### src/rtl/cv32e40s_pkg.sv
// Shared types for the CSR integrity monitor.
// Holds the monitor FSM state encoding and the popcount result width.
package cv32e40s_pkg;

    typedef enum logic [1:0] {
        MON_IDLE,
        MON_ALERT,
        MON_LOGGED
    } csr_mon_state_e;

    // Wide enough to count up to 32 simultaneous new faults.
    localparam int unsigned CSR_MON_POP_W = 6;

endpackage

### src/rtl/cv32e40s_csr_mon_prio_enc.sv
// Lowest-index priority encoder with an any-set flag.
// Ports: req (N request bits), any (some bit set), idx (lowest set index, 0 if none).
module cv32e40s_csr_mon_prio_enc #(
    parameter int unsigned N  = 8,
    parameter int unsigned IW = 3
) (
    input  logic [N-1:0]  req,
    output logic          any,
    output logic [IW-1:0] idx
);

    always_comb begin
        any = |req;
        idx = '0;
        // Scan downwards so the lowest set bit wins.
        for (int i = int'(N) - 1; i >= 0; i--) begin
            if (req[i]) begin
                idx = IW'(i);
            end
        end
    end

endmodule

### src/rtl/cv32e40s_csr_integrity_monitor.sv
// Watches shadowed-CSR rd_error lines, keeps sticky status, first index, fault count and an acked alert.
// Ports: clk, rst_n, csr_err_i, mon_en_i, clear_i, alert_ack_i -> alert_o, err_status_o, first_valid_o, first_idx_o, err_cnt_o.
module cv32e40s_csr_integrity_monitor
    import cv32e40s_pkg::*;
#(
    parameter  int unsigned NUM_CSR   = 8,
    parameter  int unsigned CNT_WIDTH = 8,
    localparam int unsigned IDX_WIDTH = (NUM_CSR > 1) ? $clog2(NUM_CSR) : 1
) (
    input  logic                 clk,
    input  logic                 rst_n,
    input  logic [NUM_CSR-1:0]   csr_err_i,
    input  logic                 mon_en_i,
    input  logic                 clear_i,
    input  logic                 alert_ack_i,
    output logic                 alert_o,
    output logic [NUM_CSR-1:0]   err_status_o,
    output logic                 first_valid_o,
    output logic [IDX_WIDTH-1:0] first_idx_o,
    output logic [CNT_WIDTH-1:0] err_cnt_o
);

    localparam logic [CNT_WIDTH-1:0] CNT_MAX = '1;

    csr_mon_state_e state_q, state_d, state_base;

    logic [NUM_CSR-1:0]       err_prev;
    logic [NUM_CSR-1:0]       status_q, status_d;
    logic [CNT_WIDTH-1:0]     cnt_q, cnt_d, cnt_base;
    logic                     fv_q, fv_d, fv_base;
    logic [IDX_WIDTH-1:0]     idx_q, idx_d, idx_base;
    logic [NUM_CSR-1:0]       new_err;
    logic                     any_new;
    logic [IDX_WIDTH-1:0]     low_idx;
    logic [CSR_MON_POP_W-1:0] pop;
    logic [31:0]              sum;

    // Rising edges only: a fault held high counts once.
    assign new_err = csr_err_i & ~err_prev & {NUM_CSR{mon_en_i}};

    cv32e40s_csr_mon_prio_enc #(
        .N  (NUM_CSR),
        .IW (IDX_WIDTH)
    ) u_prio_enc (
        .req (new_err),
        .any (any_new),
        .idx (low_idx)
    );

    always_comb begin
        pop = '0;
        for (int i = 0; i < int'(NUM_CSR); i++) begin
            pop = pop + CSR_MON_POP_W'(new_err[i]);
        end
    end

    // A clear in the same cycle wipes old state first; the new event then lands on clean state.
    always_comb begin
        status_d   = (clear_i ? '0 : status_q) | new_err;
        cnt_base   = clear_i ? '0 : cnt_q;
        fv_base    = clear_i ? 1'b0 : fv_q;
        idx_base   = clear_i ? '0 : idx_q;
        state_base = clear_i ? MON_IDLE : state_q;

        sum   = 32'(cnt_base) + 32'(pop);
        cnt_d = (sum > 32'(CNT_MAX)) ? CNT_MAX : sum[CNT_WIDTH-1:0];

        fv_d  = fv_base | any_new;
        idx_d = (!fv_base && any_new) ? low_idx : idx_base;
    end

    always_comb begin
        state_d = state_base;
        if (mon_en_i) begin
            case (state_base)
                MON_IDLE, MON_LOGGED: begin
                    if (any_new) begin
                        state_d = MON_ALERT;
                    end
                end
                MON_ALERT: begin
                    // A fresh fault alongside the ack keeps the alert up.
                    if (!any_new && alert_ack_i) begin
                        state_d = MON_LOGGED;
                    end
                end
                default: state_d = MON_IDLE;
            endcase
        end
    end

    always_ff @(posedge clk or negedge rst_n) begin
        if (!rst_n) begin
            state_q  <= MON_IDLE;
            err_prev <= '0;
            status_q <= '0;
            cnt_q    <= '0;
            fv_q     <= 1'b0;
            idx_q    <= '0;
        end else begin
            state_q  <= state_d;
            err_prev <= csr_err_i;
            status_q <= status_d;
            cnt_q    <= cnt_d;
            fv_q     <= fv_d;
            idx_q    <= idx_d;
        end
    end

    assign alert_o       = (state_q == MON_ALERT);
    assign err_status_o  = status_q;
    assign err_cnt_o     = cnt_q;
    assign first_valid_o = fv_q;
    assign first_idx_o   = idx_q;

endmodule

### config.mk
export PLATFORM = sky130hd
export DESIGN_NAME = cv32e40s_csr_integrity_monitor
export DESIGN_NICKNAME = d
export VERILOG_FILES = /design/src/rtl/cv32e40s_pkg.sv /design/src/rtl/cv32e40s_csr_mon_prio_enc.sv /design/src/rtl/cv32e40s_csr_integrity_monitor.sv
export SDC_FILE = /design/constraint.sdc
export NUM_CORES = 1
export LEC_CHECK = 0
export ABC_AREA = 1
export CORE_ASPECT_RATIO = 0.5
export CORE_MARGIN = 4
export CORE_UTILIZATION = 30
export CTS_BUF_LIST = sky130_fd_sc_hd__clkbuf_8
export CTS_CLUSTER_SIZE = 12
export DETAILED_ROUTE_END_ITERATION = 6
export PLACE_DENSITY = 0.51
export SLEW_MARGIN = 10
export SYNTH_ARGS = -nofsm -noshare
export SYNTH_HDL_FRONTEND = slang
export SYNTH_HIERARCHICAL = 1
export SYNTH_SLANG_ARGS = --single-unit
export TNS_END_PERCENT = 1
### constraint.sdc
create_clock -name clk -period 10.7 [get_ports clk]
set_input_delay 1.605 -clock clk [delete_from_list [all_inputs] [get_ports clk]]
set_output_delay 1.605 -clock clk [all_outputs]
set_load 0.01 [all_outputs]
; ---- After elaboration in Yosys (flattened, before gate mapping)
; Index checks and enable logic that the tools add are counted.
; W data, S select, Z words.
[op_classes]
n_addsub = 8
n_lt_le_gt_ge = 1
n_eq_ne = 3
n_mux = 19
bitwise = 5
reduce_logical = 8
[op_table]
columns = cell, count
row1 = $mux W3, 10
row2 = $mux W8, 3
row3 = $and A8 B8 Y8, 2
row4 = $add A6 B1 Y6, 2
row5 = $add A8 B6 Y9, 1
row6 = $gt A9 B8 Y1 const B, 1
row7 = $mux W2, 4
row8 = $not A8 Y8, 1
row9 = $or A8 B8 Y8, 1
row10 = $reduce_or A8 Y1, 1
row11 = $add A5 B1 Y6, 1
row12 = $add A4 B1 Y5, 1
row13 = $add A3 B1 Y4, 1
row14 = $eq A2 B1 Y1 const B, 2
row15 = $pmux W2 S2, 1
row16 = $add A2 B1 Y3, 1
row17 = $add A1 B1 Y2, 1
row18 = $eq A2 B2 Y1 const B, 1
row19 = $logic_and A1 B1 Y1, 2
row20 = $logic_not A1 Y1, 2
row21 = $logic_not A2 Y1, 1
row22 = $reduce_bool A2 Y1, 1
row23 = $reduce_or A2 Y1, 1
row24 = $mux W1, 1
row25 = $or A1 B1 Y1, 1
[word_totals]
ff_bits = 30
wordCells = 50

; ---- Logic depth before layout (Yosys ltp)
; Gate-level depths: netlist of run 1.
[logic_depth]
depth_word = 13
mapped_depth = 16

; ---- By module
; The synthesis of run 1 kept the hierarchy.
[by_module_without_submodules]
columns = mod, instances, cells_each, area_each_um2, seq_area_each_um2
row1 = cv32e40s_csr_integrity_monitor, 1, 167, 1497.7, 750.7
row2 = cv32e40s_csr_mon_prio_enc, 1, 22, 98.8, 0.0

; ---- Least setup slack after synthesis of run 1
; OpenSTA, ideal clock, no wires.
[synth_path]
kind = input port to flip-flop
startpoint = input port mon_en_i
endpoint = register cnt_q[5] (netlist: err_cnt_o[5])
setup_time_ns = 0.066
t_arrival_ns = 4.756
required_time_ns = 10.634
path_slack_ns = 5.877
stages = 13
path_buffers = 0
path_cell_list = inv_2 > nor3_1 > inv_1 > fa_1 > fa_1 > fa_1 > fa_1 > fa_1 > o21ai_2 > nand2_2 > nor2_2 > nand2_2 > nand2_1
[synth_between]
elab_chain_cells = 11
[synth_rtl]
columns = element, line
row1 = start: declaration, cv32e40s_csr_integrity_monitor.sv:13  ; input logic mon_en_i,
row2 = $and A8 B8 Y8 (*), cv32e40s_csr_integrity_monitor.sv:39  ; assign new_err = csr_err_i & ~err_prev & {NUM_CSR{mon_en_i}};
row3 = named net new_err[0], cv32e40s_csr_integrity_monitor.sv:32  ; logic [NUM_CSR-1:0] new_err;
row4 = $add A1 B1 Y2 (*), cv32e40s_csr_integrity_monitor.sv:53  ; pop = pop + CSR_MON_POP_W'(new_err[i]);
row5 = $add A2 B1 Y3 (*), cv32e40s_csr_integrity_monitor.sv:53
row6 = $add A3 B1 Y4 (*), cv32e40s_csr_integrity_monitor.sv:53
row7 = $add A4 B1 Y5 (*), cv32e40s_csr_integrity_monitor.sv:53
row8 = $add A5 B1 Y6 (*), cv32e40s_csr_integrity_monitor.sv:53
row9 = $add A6 B1 Y6 (*) (2 in a row), cv32e40s_csr_integrity_monitor.sv:53
row10 = $add A8 B6 Y9 (*), cv32e40s_csr_integrity_monitor.sv:65  ; sum = 32'(cnt_base) + 32'(pop);
row11 = $gt A9 B8 Y1, cv32e40s_csr_integrity_monitor.sv:66  ; cnt_d = (sum > 32'(CNT_MAX)) ? CNT_MAX : sum[CNT_WIDTH-1:0];
row12 = $mux W8 (*), cv32e40s_csr_integrity_monitor.sv:66
row13 = named net cnt_d[5], cv32e40s_csr_integrity_monitor.sv:29  ; logic [CNT_WIDTH-1:0] cnt_q, cnt_d, cnt_base;
row14 = end signal: assignment, cv32e40s_csr_integrity_monitor.sv:104  ; cnt_q <= cnt_d;
row15 = end: declaration, cv32e40s_csr_integrity_monitor.sv:29
; The timed path passes the listed nets; every way through them passes the cells marked *.
; A chain may end at the register's enable or synchronous reset.

; ---- Worst setup path in the final report of run 1
; Ends and elaborated chain as after synthesis.

==> qor.tcl, run 1 <==
set qor(outcome) {finished clean}
set qor(synth_seq_area_share) 0.4702
set qor(final_antenna_net_count) 0
set qor(num_io_pins) 34
set qor(via_count_of_the_first_global_routing_pass) 1297
set qor(rr_endpoint) {err_cnt_o[5]$_DFF_PN0_}
set qor(crit_path_end) {err_cnt_o[5]$_DFF_PN0_}
set qor(timing.hold.worst_path_depth) 2
set qor(postCtsSetupRepairBufs) 0
set qor(insertion_delay_ps) 270
set qor(timing.setup.critical_path_class) {input port to flop}
set qor(final.period_utilization) 0.5024
set qor(detailed_place.area_um2) 2006
set qor(critical_path.startpoint) {mon_en_i}
set qor(drtIter0Drc) 29
set qor(layout_min_cycle_time_ps) 5376
set qor(detail_route.wirelength_um) 3432
set qor(slew_violations) 0
set qor(timing.final.hold_violations) 0
set qor(setup_viol) 0
set qor(power.switching_uw) 88.88
set qor(hold_bufs_inserted_after_cts) 0
set qor(r2r_cells) 12
set qor(routed_wire_length_per_instance_um) 11.48
set qor(worstPathMaxFanout) 9
set qor(yosys.cell_types.count) 26
set qor(detail_route.vias_per_cell) 4.204
set qor(grt_usage) 0.1171
set qor(crit_path_start_kind) {input port}
set qor(core-area_um2) 5022
set qor(power_frac_clock) 0.300
set qor(regToRegSetupSlack_ps) 6930
set qor(syn_avg_cell_area_um2) 8.447
set qor(die_w_um) 111.2
set qor(internal_power_summed_over_all_cells_uw) 217.3
set qor(share_seq_of_total_power) 0.433
set qor(dominant_cell_type_by_count_on_the_critical_path) {sky130_fd_sc_hd__fa_1}
set qor(hp-class) {flop to flop}
set qor(final_design_area_no_fill_um2) 2097
set qor(cp.arrival_ps) 5590
set qor(layout.filler_cells) 500
set qor(via_count) 1257
set qor(die_h_um) 59.59
set qor(post_cts_resized) 0
set qor(grt_first_pass_wirelength_um) 6127
set qor(synth_area_leaders) {sky130_fd_sc_hd__dfrtp_1 47%, sky130_fd_sc_hd__nand2_1 12%, sky130_fd_sc_hd__inv_1 9.6%}
set qor(area.growth.synth_to_final_pct) 31.35
set qor(comb_power_share) 0.267
set qor(fin_setup_tns_ps) 0
set qor(post_synth_inst_count) 189
set qor(max_freq_mhz) 186.0
set qor(cts_max_level) 2
set qor(die-area_um2) 6624
set qor(detailedPlacementHpwl_um) 2687
set qor(numCtsBuffers) 5
set qor(max_cap_viol_count) 0
set qor(r2r-start) {err_prev[0]$_DFF_PN0_}
set qor(netlist.top_cell.by_area) {sky130_fd_sc_hd__dfrtp_1}
set qor(cts_buffer_depth) 2
set qor(tritoncts_num_sinks) 30
set qor(tritoncts_clock_tree) {yes}
set qor(irDropWorstVdd_mv) 0.03912
set qor(grt_max_degree) 31
set qor(cells_along_the_critical_path) {clkdlybuf4s50_1, inv_2, nor3_1, inv_1, fa_1, fa_1, fa_1, fa_1, fa_1, o21ai_2, nand2_2, nor2_2, nand2_2, nand2_1}
set qor(final_common_cell) {sky130_fd_sc_hd__nand2_1}
set qor(p_leak_uw) 0.001090
set qor(drt_pre_antenna_iters) 4
set qor(yosysWarningCount) 6
set qor(gp_congestion) 0.8039
set qor(root_buffer) {sky130_fd_sc_hd__clkbuf_8}
set qor(fin_util) 0.4175
set qor(hold_path_startpoint) {err_status_o[0]$_DFF_PN0_}
set qor(transition_time_at_the_pin_with_the_least_slew_margin_ps) 607.8
set qor(postSynthRegisterBits) 30
set qor(cpPeakStageDelay_ps) 540
set qor(grt_setup_unrepaired) {false}
set qor(synthesis.area_um2) 1597
set qor(finClkSkew_ps) 3.281
set qor(detail_route.drc_violations) 0
set qor(power.density_nw_per_um2) 146.0
set qor(crit_path_end_kind) {flop}
set qor(fraction_of_layout_cells_with_a_size_suffix_above_1) 0.07860
set qor(slew_headroom) 0.5905
set qor(postSynthNetCount) 213
set qor(grt_antenna_before_repair) 0
set qor(clock_pin_slew_on_the_worst_setup_and_hold_paths_ps) 60
set qor(power_switching_share) 0.2903
set qor(gr-total-overflow) 0
set qor(cell_at_the_slowest_stage_of_the_critical_path) {sky130_fd_sc_hd__fa_1}
set qor(diodes) 0
set qor(rows) 18
set qor(mostFrequentLayoutCells) {52 x sky130_fd_sc_hd__nand2_1, 42 x sky130_fd_sc_hd__inv_1, 33 x sky130_fd_sc_hd__clkdlybuf4s50_1}
set qor(critical_path_data_required_time_ps) 10910
set qor(buffer_ports.inserted) 33
set qor(num-nets-final) 252
set qor(start_util) 0.3179
set qor(post-synth-top-area-fraction) 0.4702
==> metal layers <==
| metal | global-route usage | wire length (µm) |
|---|---|---|
| met5 | 0 | 0 |
| met2 | 0.1748 | 1453 |
| met1 | 0.1659 | 1835 |
| met3 | 0.03568 | 117 |
| met4 | 0.03120 | 25 |
==> power groups by stage <==
stage	sequential [µW]	clock [µW]	combinational [µW]
3_5_place_dp	135	0	82.2
3_3_place_gp	135	0	82.3
4_1_cts	133	96.2	83.5
5_1_grt	134	101	93.1
6_report	132	91.9	81.8
2_1_floorplan	139	0	37.0
==> through the flow <==
stage          setup slack [ps]  hold WS, ps  total power, µW  cells
4_1_cts                    5269        487.7            312.4    299
3_5_place_dp               4979        469.7            217.0    291
6_report                   5324        483.0            306.1    299
5_1_grt                    5020        522.4            328.4    299
3_3_place_gp               5044        470.6            217.2    291
2_1_floorplan              5877        480.5            175.6    189
==> Yosys cell counts <==
library cell and n:
sky130_fd_sc_hd__xor2_1 2, sky130_fd_sc_hd__buf_6 1, sky130_fd_sc_hd__nand2_1 52, sky130_fd_sc_hd__a21boi_2 1, sky130_fd_sc_hd__dfrtp_1 30, sky130_fd_sc_hd__or2_1 2
sky130_fd_sc_hd__ha_1 6, sky130_fd_sc_hd__nor3_2 1, sky130_fd_sc_hd__nand4_1 2, sky130_fd_sc_hd__nor3_1 8, sky130_fd_sc_hd__nor2_2 2, sky130_fd_sc_hd__o21ai_0 6
sky130_fd_sc_hd__nand3_2 1, sky130_fd_sc_hd__inv_2 2, sky130_fd_sc_hd__o2111ai_1 1, sky130_fd_sc_hd__buf_2 1, sky130_fd_sc_hd__nand3b_1 2, sky130_fd_sc_hd__o21ai_2 1
sky130_fd_sc_hd__nor2_1 7, sky130_fd_sc_hd__a21oi_1 3, sky130_fd_sc_hd__a31oi_1 1, sky130_fd_sc_hd__xnor2_1 1, sky130_fd_sc_hd__nand3_1 8, sky130_fd_sc_hd__nand2_2 2
sky130_fd_sc_hd__fa_1 5, sky130_fd_sc_hd__inv_1 41
==> cell type report <==
class | instances | area [µm²] | share of cell area
multi-input cells | 114 | 668.1 | 0.3186
clock inverters | 2 | 8.758 | 0.004177
repair buffers | 34 | 337.8 | 0.1611
clock buffers | 6 | 82.58 | 0.03938
inverters | 43 | 161.4 | 0.07697
flip-flops and latches | 30 | 750.7 | 0.3580
well taps | 70 | 87.58 | 0.04177
==> registers in the layout, summed over array words and instances (netlist names) <==
| register | count |
|---|---|
| err_cnt_o | 8 |
| err_prev | 8 |
| err_status_o | 8 |
| first_idx_o | 3 |
| first_valid_o | 1 |
| state_q | 2 |
==> worst min path at each step <==
stage                                            to
after floorplan                state_q[1]$_DFF_PN0_
after global placement    err_status_o[1]$_DFF_PN0_
after detailed placement  err_status_o[0]$_DFF_PN0_
after CTS                 err_status_o[0]$_DFF_PN0_
after global routing      err_status_o[0]$_DFF_PN0_
final                     err_status_o[0]$_DFF_PN0_
==> worst max-delay path: cells and delay by family <==
kind            cells  cell delay [ps]
fa+ha+maj           5             2270
simple gates        5              710
compound gates      1              230
buf+inv             3              770
==> cell families (layout without fill, tap and decap cells) <==
kind of cell             count (synthesis)  in the layout  synth area share
AO/OA/AOI/OAI                           13             13           0.05016
XOR/XNOR                                 3              3           0.01646
buffers and inverters                   45             85            0.1113
AND/OR/NAND/NOR                         87             87            0.2422
adder cells (fa/ha/maj)                 11             11            0.1097
flip-flops                              30             30            0.4702
Power figures use the tool's default switching activity.
==> run 2: changes to the inputs <==
clock period = 5.53 ns   (was 10.7 ns; I/O delays follow)
==> run 2 against run 1 <==
Net effect:
- register-to-register slack worse by 5100 ps
- combinational power increased by 97%
- via count up 0.72%
- non-clock buffer count grew 2
- clock power grew 74%
- die area unchanged
- critical path depth is the same
- cell area did not move
- cell count grew 0.33%
- worst hold slack worse by 3.6 ps
- critical path type unchanged
- largest cell class unchanged
==> qor.tcl, run 2 (same netlist as run 1, synthesis figures left out) <==
set qor(irDropWorstVdd_mv) 0.1035
set qor(drt_pre_antenna_iters) 4
set qor(finClkSkew_ps) 5.031
set qor(detail_route.wirelength_um) 3473
set qor(max_cap_viol_count) 0
set qor(grt_setup_unrepaired) {false}
set qor(totalPowerFinal_uw) 578.0
set qor(place_ws_ps) 642.5
set qor(post_cts_resized) 0
set qor(hp-class) {flop to flop}
set qor(power.switching_uw) 171.9
set qor(detail_route.vias_per_cell) 4.220
set qor(hold_bufs_inserted_after_cts) 0
set qor(fin_util) 0.4175
set qor(r2r-start) {err_prev[0]$_DFF_PN0_}
set qor(comb_power_share) 0.278
set qor(core-area_um2) 5022
set qor(timing.final.hold_violations) 0
set qor(rows) 18
set qor(postCtsSetupRepairBufs) 0
set qor(crit_path_end_kind) {flop}
set qor(timing.setup.critical_path_class) {input port to flop}
set qor(gp_congestion) 0.7747
set qor(grt_max_degree) 31
set qor(insertion_delay_ps) 280
set qor(detailedPlacementHpwl_um) 2688
set qor(grt_first_pass_wirelength_um) 6175
set qor(setup_viol) 0
set qor(gr-total-overflow) 0
set qor(die_w_um) 111.2
set qor(final_common_cell) {sky130_fd_sc_hd__nand2_1}
set qor(slew_headroom) 0.6339
set qor(max_freq_mhz) 219.7
set qor(critical_path.startpoint) {mon_en_i}
set qor(tritoncts_clock_tree) {yes}
set qor(final.setup.worst_slack_ps) 977.7
set qor(layout_min_cycle_time_ps) 4552
set qor(routed_wire_length_per_instance_um) 11.58
set qor(critical_path_data_required_time_ps) 5750
set qor(fraction_of_layout_cells_with_a_size_suffix_above_1) 0.07826
set qor(cts_max_level) 2
set qor(internal_power_summed_over_all_cells_uw) 406.1
set qor(transition_time_at_the_pin_with_the_least_slew_margin_ps) 543.4
set qor(detail_route.drc_violations) 0
set qor(clock_pin_slew_on_the_worst_setup_and_hold_paths_ps) 60
set qor(diodes) 0
set qor(power.density_nw_per_um2) 275.6
set qor(area.growth.synth_to_final_pct) 31.35
set qor(cp.arrival_ps) 4770
set qor(start_util) 0.3179
set qor(via_count_of_the_first_global_routing_pass) 1292
set qor(power_switching_share) 0.2974
set qor(die_h_um) 59.59
set qor(numCtsBuffers) 5
set qor(cts_buffer_depth) 2
set qor(final.period_utilization) 0.8232
set qor(final_antenna_net_count) 0
set qor(buffer_ports.inserted) 33
set qor(grt_usage) 0.1204
set qor(crit_path_start_kind) {input port}
set qor(num-nets-final) 254
set qor(power_frac_clock) 0.277
set qor(outcome) {finished clean}
set qor(slew_violations) 0
set qor(grt_antenna_before_repair) 0
set qor(mostFrequentLayoutCells) {52 x sky130_fd_sc_hd__nand2_1, 43 x sky130_fd_sc_hd__inv_1, 33 x sky130_fd_sc_hd__clkdlybuf4s50_1}
set qor(root_buffer) {sky130_fd_sc_hd__clkbuf_8}
set qor(hold_path_startpoint) {err_status_o[5]$_DFF_PN0_}
set qor(via_count) 1266
set qor(die-area_um2) 6624
set qor(fin_setup_tns_ps) 0
set qor(num_io_pins) 34
set qor(worstPathMaxFanout) 9
set qor(tritoncts_num_sinks) 30
set qor(p_leak_uw) 0.001094
set qor(drtIter0Drc) 55
set qor(share_seq_of_total_power) 0.445
==> run 2: cell type report <==
type,instances,area [µm²]
Fill cell,498,2925
Timing Repair Buffer,36,352.8
Clock buffer,5,68.82
Tap cell,70,87.58
Clock inverter,2,7.507
Sequential cell,30,750.7
Multi-Input combinational cell,114,668.1
Inverter,43,161.4
==> run 2: critical path, cell delays in order <==
cell and delay [ps]:
sky130_fd_sc_hd__clkdlybuf4s50_1 510, sky130_fd_sc_hd__inv_2 100, sky130_fd_sc_hd__nor3_1 290, sky130_fd_sc_hd__inv_1 120, sky130_fd_sc_hd__fa_1 530, sky130_fd_sc_hd__fa_1 430, sky130_fd_sc_hd__fa_1 490, sky130_fd_sc_hd__fa_1 430
sky130_fd_sc_hd__fa_1 430, sky130_fd_sc_hd__o21ai_2 220, sky130_fd_sc_hd__nand2_2 80, sky130_fd_sc_hd__nor2_2 100, sky130_fd_sc_hd__nand2_2 120, sky130_fd_sc_hd__nand2_1 90
==> run 2: layer usage <==
metal / vias to the layer above / global-route usage / part of all wire
li1: 655 / - / -
met1: 587 / 0.1684 / 0.52
met2: 20 / 0.1808 / 0.43
met3: 4 / 0.03364 / 0.039
met4: 0 / 0.04159 / 0.011
met5: - / 0 / 0
==> run 2: path summary, 6_finish.rpt <==
path	depth (start not counted)	endpoint	slack [ps]
worst max-delay path	14	err_cnt_o[5]$_DFF_PN0_	980
min in group asynchronous	2	err_cnt_o[3]$_DFF_PN0_	940
max in group asynchronous	2	err_prev[6]$_DFF_PN0_	4310
worst min-delay path	2	err_status_o[5]$_DFF_PN0_	480
worst max register to register	12	err_cnt_o[5]$_DFF_PN0_	1790
worst min register to register	2	err_status_o[5]$_DFF_PN0_	480
==> run 2: per-stage QoR <==
step | instance area [µm²] | hold slack, ps | std cells
detailed placement | 2021 | 469.5 | 293
global route | 2097 | 505.5 | 300
floorplan | 1597 | 480.5 | 189
finish | 2097 | 479.4 | 300
global placement | 2021 | 464.0 | 293
CTS | 2097 | 487.6 | 300
==> run 2: power by group through the flow <==
stage | combinational [µW] | clock, µW | sequential (µW)
2_1_floorplan | 71.5 | 0 | 268
3_3_place_gp | 161 | 0 | 261
3_5_place_dp | 162 | 0 | 261
4_1_cts | 163 | 166 | 258
5_1_grt | 182 | 179 | 260
6_report | 161 | 160 | 257
==> run 3: changes to the inputs <==
clock period = 4.25 ns   (was 5.53 ns; I/O delays follow)
==> run 3 against run 2 <==
Net effect:
- via count rose by 3.0%
- cell count rose by 3.7%
- wire length rose by 6.3%
- clock power rose by 72%
- global-route usage fell by 0.087 points
- combinational power rose by 36%
- critical path depth fell by 1
- critical endpoint is now err_cnt_o[4]$_DFF_PN0_
- largest cell class unchanged
==> qor.tcl, run 3 (same netlist as run 1, synthesis figures left out) <==
set qor(max_cap_viol_count) 0
set qor(via_count_of_the_first_global_routing_pass) 1295
set qor(detail_route.drc_violations) 0
set qor(detail_route.vias_per_cell) 4.193
set qor(final.setup.worst_slack_ps) 142.3
set qor(hold_bufs_inserted_after_cts) 0
set qor(critical_path_data_required_time_ps) 4410
set qor(final_design_area_no_fill_um2) 2215
set qor(cts_max_level) 2
set qor(die_w_um) 111.2
set qor(irDropWorstVdd_mv) 0.1583
set qor(area.growth.synth_to_final_pct) 38.71
set qor(drtIter0Drc) 50
set qor(gr-total-overflow) 0
set qor(setup_viol) 0
set qor(finClkSkew_ps) 14.54
set qor(detailed_place.area_um2) 2088
set qor(cp.arrival_ps) 4270
set qor(fin_util) 0.4410
set qor(num_io_pins) 34
set qor(mostFrequentLayoutCells) {52 x sky130_fd_sc_hd__nand2_1, 43 x sky130_fd_sc_hd__inv_1, 33 x sky130_fd_sc_hd__clkdlybuf4s50_1}
set qor(gp_congestion) 0.7656
set qor(clock_pin_slew_on_the_worst_setup_and_hold_paths_ps) 70
set qor(die_h_um) 59.59
set qor(worstPathMaxFanout) 4
set qor(grt_first_pass_wirelength_um) 6216
set qor(crit_path_start_kind) {input port}
set qor(detailedPlacementHpwl_um) 2898
set qor(tritoncts_num_sinks) 30
set qor(outcome) {finished clean}
set qor(fraction_of_layout_cells_with_a_size_suffix_above_1) 0.1328
set qor(max_freq_mhz) 243.4
set qor(crit_path_end_kind) {flop}
set qor(grt_usage) 0.1196
set qor(start_util) 0.3179
set qor(timing.hold.worst_path_depth) 2
set qor(r2r_cells) 11
set qor(detail_route.wirelength_um) 3692
set qor(slew_headroom) 0.6106
set qor(grt_setup_unrepaired) {false}
set qor(core-area_um2) 5022
set qor(buffer_ports.inserted) 33
set qor(hp-class) {flop to flop}
set qor(transition_time_at_the_pin_with_the_least_slew_margin_ps) 577.9
set qor(numCtsBuffers) 5
set qor(final_common_cell) {sky130_fd_sc_hd__nand2_1}
set qor(root_buffer) {sky130_fd_sc_hd__clkbuf_8}
set qor(regToRegSetupSlack_ps) 660
set qor(timing.final.hold_violations) 0
set qor(drt_pre_antenna_iters) 4
set qor(power.density_nw_per_um2) 374.2
set qor(tritoncts_clock_tree) {yes}
set qor(grt_max_degree) 31
set qor(slew_violations) 0
set qor(final_antenna_net_count) 0
set qor(layout_min_cycle_time_ps) 4108
set qor(insertion_delay_ps) 280
set qor(die-area_um2) 6624
set qor(timing.setup.critical_path_class) {input port to flop}
set qor(via_count) 1304
set qor(p_leak_uw) 0.001158
set qor(num-nets-final) 264
set qor(routed_wire_length_per_instance_um) 11.87
set qor(rows) 18
set qor(place_ws_ps) -355.4
set qor(grt_antenna_before_repair) 0
set qor(diodes) 0
set qor(final.period_utilization) 0.9665
set qor(cts_buffer_depth) 2
==> run 3: power by group <==
group	internal, µW	total [µW]	leakage [µW]	switching, µW
combinational	111	219	0.000717	108
clock	170	275	0.0000607	105
sequential	317	334	0.000380	17.5
==> run 3: repair_timing <==
item,in CTS,in global routing
resized for setup,1,2
buffers inserted,0,1
pin swaps,0,1
setup endpoints to repair,8,8
==> run 3: area by class of cell <==
type	count	area (µm²)
repair buffers	46	427.9
fillers	500	2808
well taps	70	87.58
clock buffers	5	68.82
clock inverters	3	37.54
multi-input cells	114	680.7
flip-flops and latches	30	750.7
inverters	43	161.4
==> run 3: metrics by stage <==
step / setup TNS (ps) / instances / total power [µW] / hold WS [ps]
3_3_place_gp: -1425 / 302 / 556.2 / 466.8
5_1_grt: 0 / 311 / 878.1 / 503.4
6_report: 0 / 311 / 828.6 / 487.9
4_1_cts: 0 / 310 / 835.5 / 492.8
2_1_floorplan: 0 / 189 / 442.2 / 341.9
3_5_place_dp: -2779 / 302 / 557.6 / 474.0
==> run 3: path summary, 6_finish.rpt <==
check	start	endpoint
worst max-delay path	mon_en_i	err_cnt_o[4]$_DFF_PN0_
worst min-delay path	err_status_o[5]$_DFF_PN0_	err_status_o[5]$_DFF_PN0_
worst max register to register	err_prev[2]$_DFF_PN0_	err_cnt_o[4]$_DFF_PN0_
worst min register to register	err_status_o[5]$_DFF_PN0_	err_status_o[5]$_DFF_PN0_
max in group asynchronous	rst_n	first_valid_o$_DFF_PN0_
min in group asynchronous	rst_n	err_cnt_o[3]$_DFF_PN0_
==> run 3: layer usage <==
layer / wire length, µm / GRT usage / vias up / part of all wire
met5: 0 / 0 / - / 0
met4: 24 / 0.02600 / 0 / 0.0065
met3: 132 / 0.03364 / 2 / 0.036
met2: 1543 / 0.1817 / 20 / 0.42
met1: 1992 / 0.1711 / 608 / 0.54
li1: - / - / 674 / -
==> run 3: worst max-delay path, cell delays in order <==
cell	delay (ps)
sky130_fd_sc_hd__clkdlybuf4s50_1	490
sky130_fd_sc_hd__inv_2	70
sky130_fd_sc_hd__nor3_2	190
sky130_fd_sc_hd__inv_1	110
sky130_fd_sc_hd__fa_1	560
sky130_fd_sc_hd__fa_1	430
sky130_fd_sc_hd__fa_1	460
sky130_fd_sc_hd__fa_2	380
sky130_fd_sc_hd__fa_1	400
sky130_fd_sc_hd__o21ai_2	160
sky130_fd_sc_hd__buf_4	140
sky130_fd_sc_hd__xor2_1	170
sky130_fd_sc_hd__nand2_1	80
